==> src/rtl/if_id_queue.sv <==
// Instruction buffer between IF and ID: a DEPTH-entry FIFO of {inst, pc, exc} with flush
// support and an exception fence that stops further fetch once a faulting entry is queued.
module if_id_queue #(
    parameter int unsigned DEPTH    = 4,
    parameter int unsigned PC_W     = 32,
    parameter int unsigned INST_W   = 32,
    parameter int unsigned EXC_W    = 6,
    parameter logic [INST_W-1:0] NOP_INST = 32'h00000033
) (
    input  logic                      clk,
    input  logic                      rst_n,
    input  logic                      fs_to_ds_valid,
    input  logic [INST_W+PC_W-1:0]    if_id_bus_in,
    input  logic [EXC_W-1:0]          exception_code_fd,
    output logic                      ds_allowin,
    input  logic                      flush,
    input  logic                      exc_flush,
    input  logic                      ds_ready_go,
    input  logic                      es_allowin,
    output logic                      head_valid,
    output logic [INST_W+PC_W-1:0]    head_bus,
    output logic [EXC_W-1:0]          head_exc,
    output logic                      ds_to_es_valid,
    output logic [$clog2(DEPTH):0]    count,
    output logic                      fenced
);

    localparam int unsigned AW = $clog2(DEPTH);
    localparam int unsigned CW = AW + 1;
    localparam int unsigned BW = INST_W + PC_W;
    localparam int unsigned EW = BW + EXC_W;

    logic [EW-1:0] mem_q [DEPTH];
    logic [AW-1:0] rptr_q, rptr_d;
    logic [AW-1:0] wptr_q, wptr_d;
    logic [CW-1:0] count_q, count_d;
    logic          fenced_q, fenced_d;

    logic          flush_any;
    logic          pop;
    logic          push;
    logic [EW-1:0] head_entry;

    always_comb begin
        flush_any  = flush | exc_flush;
        head_valid = (count_q != '0);
        pop        = head_valid && ds_ready_go && es_allowin;
        // Acceptance is not gated by flush; the entry is simply dropped below.
        ds_allowin = !fenced_q && ((count_q < CW'(DEPTH)) || pop);
        push       = fs_to_ds_valid && ds_allowin;
    end

    always_comb begin
        rptr_d   = rptr_q;
        wptr_d   = wptr_q;
        count_d  = count_q;
        fenced_d = fenced_q;
        if (flush_any) begin
            rptr_d   = '0;
            wptr_d   = '0;
            count_d  = '0;
            fenced_d = 1'b0;
        end else begin
            if (push) begin
                wptr_d = wptr_q + 1'b1;
                if (exception_code_fd[EXC_W-1]) begin
                    fenced_d = 1'b1;
                end
            end
            if (pop) begin
                rptr_d = rptr_q + 1'b1;
            end
            unique case ({push, pop})
                2'b10:   count_d = count_q + 1'b1;
                2'b01:   count_d = count_q - 1'b1;
                default: count_d = count_q;
            endcase
        end
    end

    always_ff @(posedge clk or negedge rst_n) begin
        if (!rst_n) begin
            rptr_q   <= '0;
            wptr_q   <= '0;
            count_q  <= '0;
            fenced_q <= 1'b0;
            for (int i = 0; i < DEPTH; i++) begin
                mem_q[i] <= '0;
            end
        end else begin
            rptr_q   <= rptr_d;
            wptr_q   <= wptr_d;
            count_q  <= count_d;
            fenced_q <= fenced_d;
            if (push && !flush_any) begin
                mem_q[wptr_q] <= {if_id_bus_in, exception_code_fd};
            end
        end
    end

    always_comb begin
        head_entry     = mem_q[rptr_q];
        head_bus       = head_valid ? head_entry[EW-1:EXC_W] : {NOP_INST, {PC_W{1'b0}}};
        head_exc       = head_valid ? head_entry[EXC_W-1:0] : '0;
        ds_to_es_valid = head_valid && ds_ready_go;
        count          = count_q;
        fenced         = fenced_q;
    end

    assert property (@(posedge clk) disable iff (!rst_n) count_q <= CW'(DEPTH));
    assert property (@(posedge clk) disable iff (!rst_n) fenced_q |-> !ds_allowin);
    assert property (@(posedge clk) disable iff (!rst_n) (count_q == '0) |-> !pop);

endmodule
==> config.mk <==
export PLATFORM = sky130hd
export DESIGN_NAME = if_id_queue
export DESIGN_NICKNAME = d
export VERILOG_FILES = /design/src/rtl/if_id_queue.sv
export SDC_FILE = /design/constraint.sdc
export NUM_CORES = 1
export LEC_CHECK = 0
export CAP_MARGIN = 20
export CORE_MARGIN = 1
export CORE_UTILIZATION = 46
export DETAILED_ROUTE_END_ITERATION = 7
export GPL_ROUTABILITY_DRIVEN = 0
export PLACE_DENSITY = 0.7
export SKIP_LAST_GASP = 1
export SYNTH_ARGS = -nofsm -noshare
export SYNTH_HDL_FRONTEND = slang
export SYNTH_SLANG_ARGS = --single-unit
==> constraint.sdc <==
create_clock -name clk -period 2 [get_ports clk]
set_clock_uncertainty 0.1 [all_clocks]
set_input_delay 0.4 -clock clk [delete_from_list [all_inputs] [get_ports clk]]
set_output_delay 0.4 -clock clk [all_outputs]
set_load 0.01 [all_outputs]
==> results of run 1 <==
[routing by layer]
layer  vias to the layer above  share of wire [%]  track usage [%]
met5                         -                  0                0
met4                         0                1.7             4.65
met3                        37                4.6             3.76
met2                       156                 48             31.7
met1                      4035                 46             28.0
li1                       3394                  -                -
[area by class of cell]
| type | count | area, µm² |
|---|---|---|
| inverter | 3 | 11.3 |
| clock inverter | 16 | 186 |
| sequential | 288 | 7210 |
| timing repair buffer | 226 | 2580 |
| clock buffer | 41 | 893 |
| antenna | 1 | 2.50 |
| multi-input combinational | 469 | 5920 |
| tap | 384 | 480 |
| fill | 2181 | 11400 |
[where the power goes]
group          internal, mW  total [mW]  switching (mW)  leakage (nW)
combinational          1.48        2.21           0.727          3.82
sequential             6.58        6.96           0.377          3.79
clock                  3.64        5.98            2.34         0.542
total                  11.7        15.1            3.44          8.15
[worst max path at each step]
stage                     slack [ps]      endpoint
after floorplan                  -20  head_bus[59]
after global placement          -460  head_bus[56]
after detailed placement        -460  head_bus[56]
after CTS                       -720  head_bus[11]
after global routing            -760  head_bus[11]
final                           -690  head_bus[11]
[metrics by stage]
step / hold slack, ps / cells / setup WS [ps] / util (%)
floorplan: 4.41 / 813 / -16.9 / -
global placement: 256 / 1350 / -458 / 54.8
detailed placement: 258 / 1350 / -465 / 54.8
CTS: 269 / 1424 / -724 / 59.5
global route: 281 / 1428 / -758 / 60.2
finish: 265 / 1428 / -691 / 60.2
[cell families after synthesis]
kind of cell / share of synthesized area, %
AO/OA/AOI/OAI: 0.643
XOR/XNOR: 0.131
adder cells (fa/ha/maj): 0.522
buffers and inverters: 3.28
flip-flops: 53.7
multiplexers: 37.0
AND/OR/NAND/NOR: 4.74
[layout by cell type, fill, tap and decap left out, types with 2 or more instances in the layout]
cell type | netlist | layout
a21oi_1 | 6 | 5
and2_1 | 66 | 14
and2_4 | 0 | 53
buf_12 | 0 | 30
buf_16 | 0 | 5
buf_2 | 8 | 19
buf_4 | 0 | 27
buf_6 | 28 | 61
buf_8 | 0 | 4
bufinv_16 | 0 | 4
clkbuf_1 | 16 | 2
clkbuf_16 | 0 | 31
clkbuf_8 | 1 | 8
clkdlybuf4s50_1 | 0 | 75
clkinv_2 | 0 | 10
dfrtp_1 | 288 | 286
dfrtp_4 | 0 | 2
dlygate4sd2_1 | 0 | 4
ha_1 | 4 | 4
inv_1 | 3 | 2
mux2_2 | 226 | 226
mux2_4 | 54 | 54
mux2i_1 | 3 | 3
mux4_2 | 70 | 70
nand2_1 | 2 | 2
nand3_1 | 2 | 2
nand3_4 | 4 | 4
nor2_1 | 7 | 7
o21ai_0 | 2 | 2
or2_4 | 0 | 4
[timing repair]
item,4_1_cts,5_1_grt
pin swaps,56,4
gates resized for setup,391,42
hold buffers,1,0
gates cloned,4,0
buffers inserted,13,4
endpoints found under the hold margin,43,0
setup endpoints to repair,77,73
[registers in the layout, indices dropped and copies added (netlist names)]
name    cells
fenced      1
rptr_q      2
mem_q     280
count       3
wptr_q      2
==> flow_metrics.env, run 1 <==
export IMPL_cts_tree="yes"
export IMPL_synth_area_leaders="dfrtp_1, mux2_2, mux4_2"
export IMPL_synth_most_common_cell="dfrtp_1"
export IMPL_synth_area_mm2=0.0134
export IMPL_leakagePower_nw=8.15
export IMPL_remaining_drc_errors=0
export IMPL_rows=62
export IMPL_first_iter_violations=327
export IMPL_hpwlAfterDp_mm=17.5
export IMPL_reg2reg_to="mem_q[231]"
export IMPL_holdCritPathClass="in -> async"
export IMPL_placed_area_mm2=0.0157
export IMPL_postSynthAreaPerCell_um2=16.5
export IMPL_ff2ff_path_depth=6
export IMPL_grt_pass1_vias=8306
export IMPL_regToRegSetupSlack_ps=100
export IMPL_crit_start="rptr_q[0]"
export IMPL_violations="negative setup slack"
export IMPL_rsz0062_at_grt="true"
export IMPL_final_max_slew_viol_count=0
export IMPL_syn_instance_count=813
export IMPL_status="finished with violations"
export IMPL_path_class="reg -> out"
export IMPL_via_per_inst=5.34
export IMPL_h_tree_depth=1
export IMPL_cp_max_fo=5
export IMPL_cts_sink_count=288
export IMPL_cts_buffers=31
export IMPL_worst_path_largest_cell_delay_ps=520
export IMPL_drt_pass1_iter_count=4
export IMPL_yosys_warnings=0
export IMPL_ys_ff_latch=288
export IMPL_slew_headroom_pct=70.5
export IMPL_grt_overflow=0
export IMPL_io_pins=154
export IMPL_wirelength_mm=28.6
export IMPL_cp_required_ps=1500
export IMPL_clockBufferDepth=3
export IMPL_syn_num_nets=895
export IMPL_insertion_delay_ps=550
export IMPL_finalCritPeriodShare_pct=135
export IMPL_antenna_found_initial=1
export IMPL_die_x_um=173
export IMPL_synth_edf_count=0
export IMPL_io_buffer_count=153
export IMPL_start_util_pct=46.8
export IMPL_grt_usage_pct=19.8
export IMPL_worstMarginPinSlew_ps=442
export IMPL_via_count=7622
export IMPL_synth_top_area_cell="dfrtp_1"
export IMPL_worstSetupPathDepth=6
export IMPL_tns_ps=-44020
export IMPL_clk_pin_slew_worst_paths_ps=60
export IMPL_crit_top_cell="buf_12"
export IMPL_r2r_start="fenced"
export IMPL_synth_main_ff_cell="dfrtp_1"
export IMPL_worst_setup_path_end_kind="primary output"
export IMPL_finalCriticalPeriod_ps=2690
export IMPL_hold_violations=0
export IMPL_crit_chain="buf_8, buf_12, buf_12, mux4_2, and2_4, buf_6"
export IMPL_crit_arrival_ps=2190
export IMPL_drv_cap=0
export IMPL_fmax_mhz=372
export IMPL_timing_final_ws_setup_ps=-691
export IMPL_grt_pass1_wl_mm=46.7
export IMPL_fin_total_pwr_mw=15.1
export IMPL_slowest_stage="dfrtp_4"
export IMPL_synth_top_area_share_pct=53.7
export IMPL_ant_nets=0
export IMPL_synthArstFlopShare_pct=100
export IMPL_die_area_mm2=0.0299
export IMPL_worst_setup_path_start_kind="register"
export IMPL_area_delta_synth_final_pct=28.8
export IMPL_synthTopCellsByCount="dfrtp_1, mux2_2, mux4_2"
export IMPL_nets=1101
export IMPL_wl_per_cell_um=20.0
export IMPL_layout_drive_gt1_share_pct=59.7
export IMPL_cts_root_buffer="clkbuf_16"
export IMPL_grt_max_degree=60
export IMPL_path_delay_family="buffers and inverters"
export IMPL_peakVddDrop_v=0.000622
export IMPL_netlist_cell_type_count=37
export IMPL_powerDensity_mw_per_mm2=876
export IMPL_synth_seq_area_share_pct=53.7
export IMPL_finalSetupViolations=72
export IMPL_path_buf_inv=4
export IMPL_finish_instance_area_mm2=0.0173
export IMPL_die_y_um=173
export IMPL_coreArea_mm2=0.0287
No activity file was read; power rests on OpenSTA's default activity.
==> inputs of run 2 (changes only) <==
CTS_CLUSTER_SIZE = 12   (was unset)
==> run 2 against run 1 <==
Net effect: the run still ends with negative setup slack left; first-iteration DRC count increased by 2.4%; critical path type unchanged; core utilization up 0.34 points; count of clock-buffer cells in the layout up 7; combinational power about the same; clock power decreased by 7.4%; sequential power about the same; routed wire length is 0.37% higher; worst setup slack worse by 130 ps.
==> flow_metrics.env, run 2 (synthesis gave the netlist of run 1 again) <==
export IMPL_layout_filler_cells=2162
export IMPL_cts_sink_count=288
export IMPL_grt_max_degree=60
export IMPL_remaining_drc_errors=0
export IMPL_first_iter_violations=335
export IMPL_p_clk_share_pct=37.7
export IMPL_timing_final_ws_setup_ps=-820
export IMPL_via_count=7700
export IMPL_swShare_pct=23.0
export IMPL_die_y_um=173
export IMPL_coreArea_mm2=0.0287
export IMPL_powerDensity_mw_per_mm2=844
export IMPL_via_per_inst=5.29
export IMPL_final_util_pct=60.6
export IMPL_nets=1134
export IMPL_holdCritPathClass="in -> async"
export IMPL_largest_register="mem_q"
export IMPL_dr_wl_met3_mm=1.23
export IMPL_power_internal_mw=11.3
export IMPL_fmax_mhz=355
export IMPL_final_cell_mix="dfrtp_1, mux2_2, clkdlybuf4s50_1"
export IMPL_finalSetupViolations=73
export IMPL_finalCritPeriodShare_pct=141
export IMPL_violations="negative setup slack"
export IMPL_drv_cap=0
export IMPL_cp_max_fo=7
export IMPL_cts_root_buffer="clkbuf_16"
export IMPL_status="finished with violations"
export IMPL_rows=62
export IMPL_clockBufferDepth=3
export IMPL_drt_pass1_iter_count=4
export IMPL_diodes=0
export IMPL_path_class="reg -> out"
export IMPL_power_switching_mw=3.38
export IMPL_layout_commonest_cell="dfrtp_1"
export IMPL_h_tree_depth=1
export IMPL_io_buffer_count=153
export IMPL_insertion_delay_ps=540
export IMPL_hold_violations=0
export IMPL_area_delta_synth_final_pct=29.6
export IMPL_pwr_share_comb_pct=14.9
export IMPL_dr_wl_met2_mm=13.8
export IMPL_cp_required_ps=1500
export IMPL_clk_pin_slew_worst_paths_ps=60
export IMPL_p_seq_share_pct=47.4
export IMPL_layout_drive_gt1_share_pct=59.0
export IMPL_largest_reg_flops=280
export IMPL_wl_per_cell_um=19.7
export IMPL_die_x_um=173
export IMPL_start_util_pct=46.8
export IMPL_slew_headroom_pct=69.9
export IMPL_antenna_found_initial=0
export IMPL_wirelength_mm=28.7
export IMPL_worst_setup_path_end_kind="primary output"
export IMPL_finalCriticalPeriod_ps=2820
export IMPL_crit_arrival_ps=2320
export IMPL_rsz0062_at_grt="true"
export IMPL_io_pins=154
export IMPL_grt_usage_pct=19.4
export IMPL_grt_pass1_vias=8209
export IMPL_grt_pass1_wl_mm=45.8
export IMPL_die_area_mm2=0.0299
export IMPL_wl_met1_mm=13.1
export IMPL_grt_overflow=0
export IMPL_worstMarginPinSlew_ps=451
export IMPL_hold_slack_ps=256
export IMPL_hpwlAfterDp_mm=17.5
export IMPL_peakVddDrop_v=0.000577
export IMPL_cts_tree="yes"
export IMPL_final_max_slew_viol_count=0
export IMPL_cts_buffers=31
export IMPL_worst_setup_path_start_kind="register"
export IMPL_leakagePower_nw=8.31
export IMPL_ant_nets=0
export IMPL_top_layer_used="met4"
[run 2: worst max-delay path: stages, from the launching register on]
cell and delay [ps]:
dfrtp_4 560, buf_6 150, clkbuf_16 160, buf_6 120
buf_6 110, mux4_2 400, and2_4 150, buf_6 110
[run 2: power groups by stage]
stage	clock, mW	combinational, mW	sequential, mW
2_1_floorplan	0	1.40	6.92
3_3_place_gp	0	2.08	7.03
3_5_place_dp	0	2.14	7.04
4_1_cts	5.69	2.15	6.95
5_1_grt	5.91	2.37	7.04
6_report	5.54	2.19	6.96
[run 2: path summary, 6_finish.rpt]
| kind | endpoint | from | depth (start not counted) | slack, ps |
|---|---|---|---|---|
| min reg2reg | mem_q[121] | mem_q[121] | 1 | 400 |
| max in group asynchronous | mem_q[175] | rst_n | 3 | 840 |
| max reg2reg | rptr_q[0] | rptr_q[0] | 7 | -40 |
| max | head_exc[5] | rptr_q[0] | 7 | -820 |
| min in group clk | mem_q[121] | mem_q[121] | 1 | 400 |
| min | mem_q[91] | rst_n | 2 | 260 |
[run 2: layout make-up]
class                           count  area, µm²  share of cell area [%]
Clock buffer                       48        920                    5.29
Clock inverter                      5       56.3                   0.324
Inverter                            3       13.8                  0.0792
Multi-Input combinational cell    469       5920                    34.0
Sequential cell                   288       7210                    41.5
Tap cell                          384        480                    2.76
Timing Repair Buffer              259       2790                    16.0
[run 2: metrics by stage]
step                area [µm²]  setup WS [ps]  setup TNS [ps]  power (mW)  cells
floorplan                13400          -16.9            -844        8.32    813
global placement         15700           -458         -124540        9.11   1350
detailed placement       15700           -465         -126990        9.18   1350
CTS                      16800          -1050          -64670        14.8   1416
global route             17400           -875          -54850        15.3   1456
finish                   17400           -820          -50080        14.7   1456
[run 2: metal layers]
metal,vias to the layer above,track usage (%)
met5,-,0
met4,0,4.06
met3,39,3.76
met2,150,31.0
met1,4050,27.6
li1,3461,-
[run 2: what timing repair did]
item / in CTS / in global routing
pin swaps: 2 / 36
endpoints found under the setup margin: 77 / 74
gates cloned: 1 / 2
setup buffers: 11 / 41
resized for setup: 65 / 282
endpoints found under the hold margin: 43 / 0
hold buffers: 1 / 0
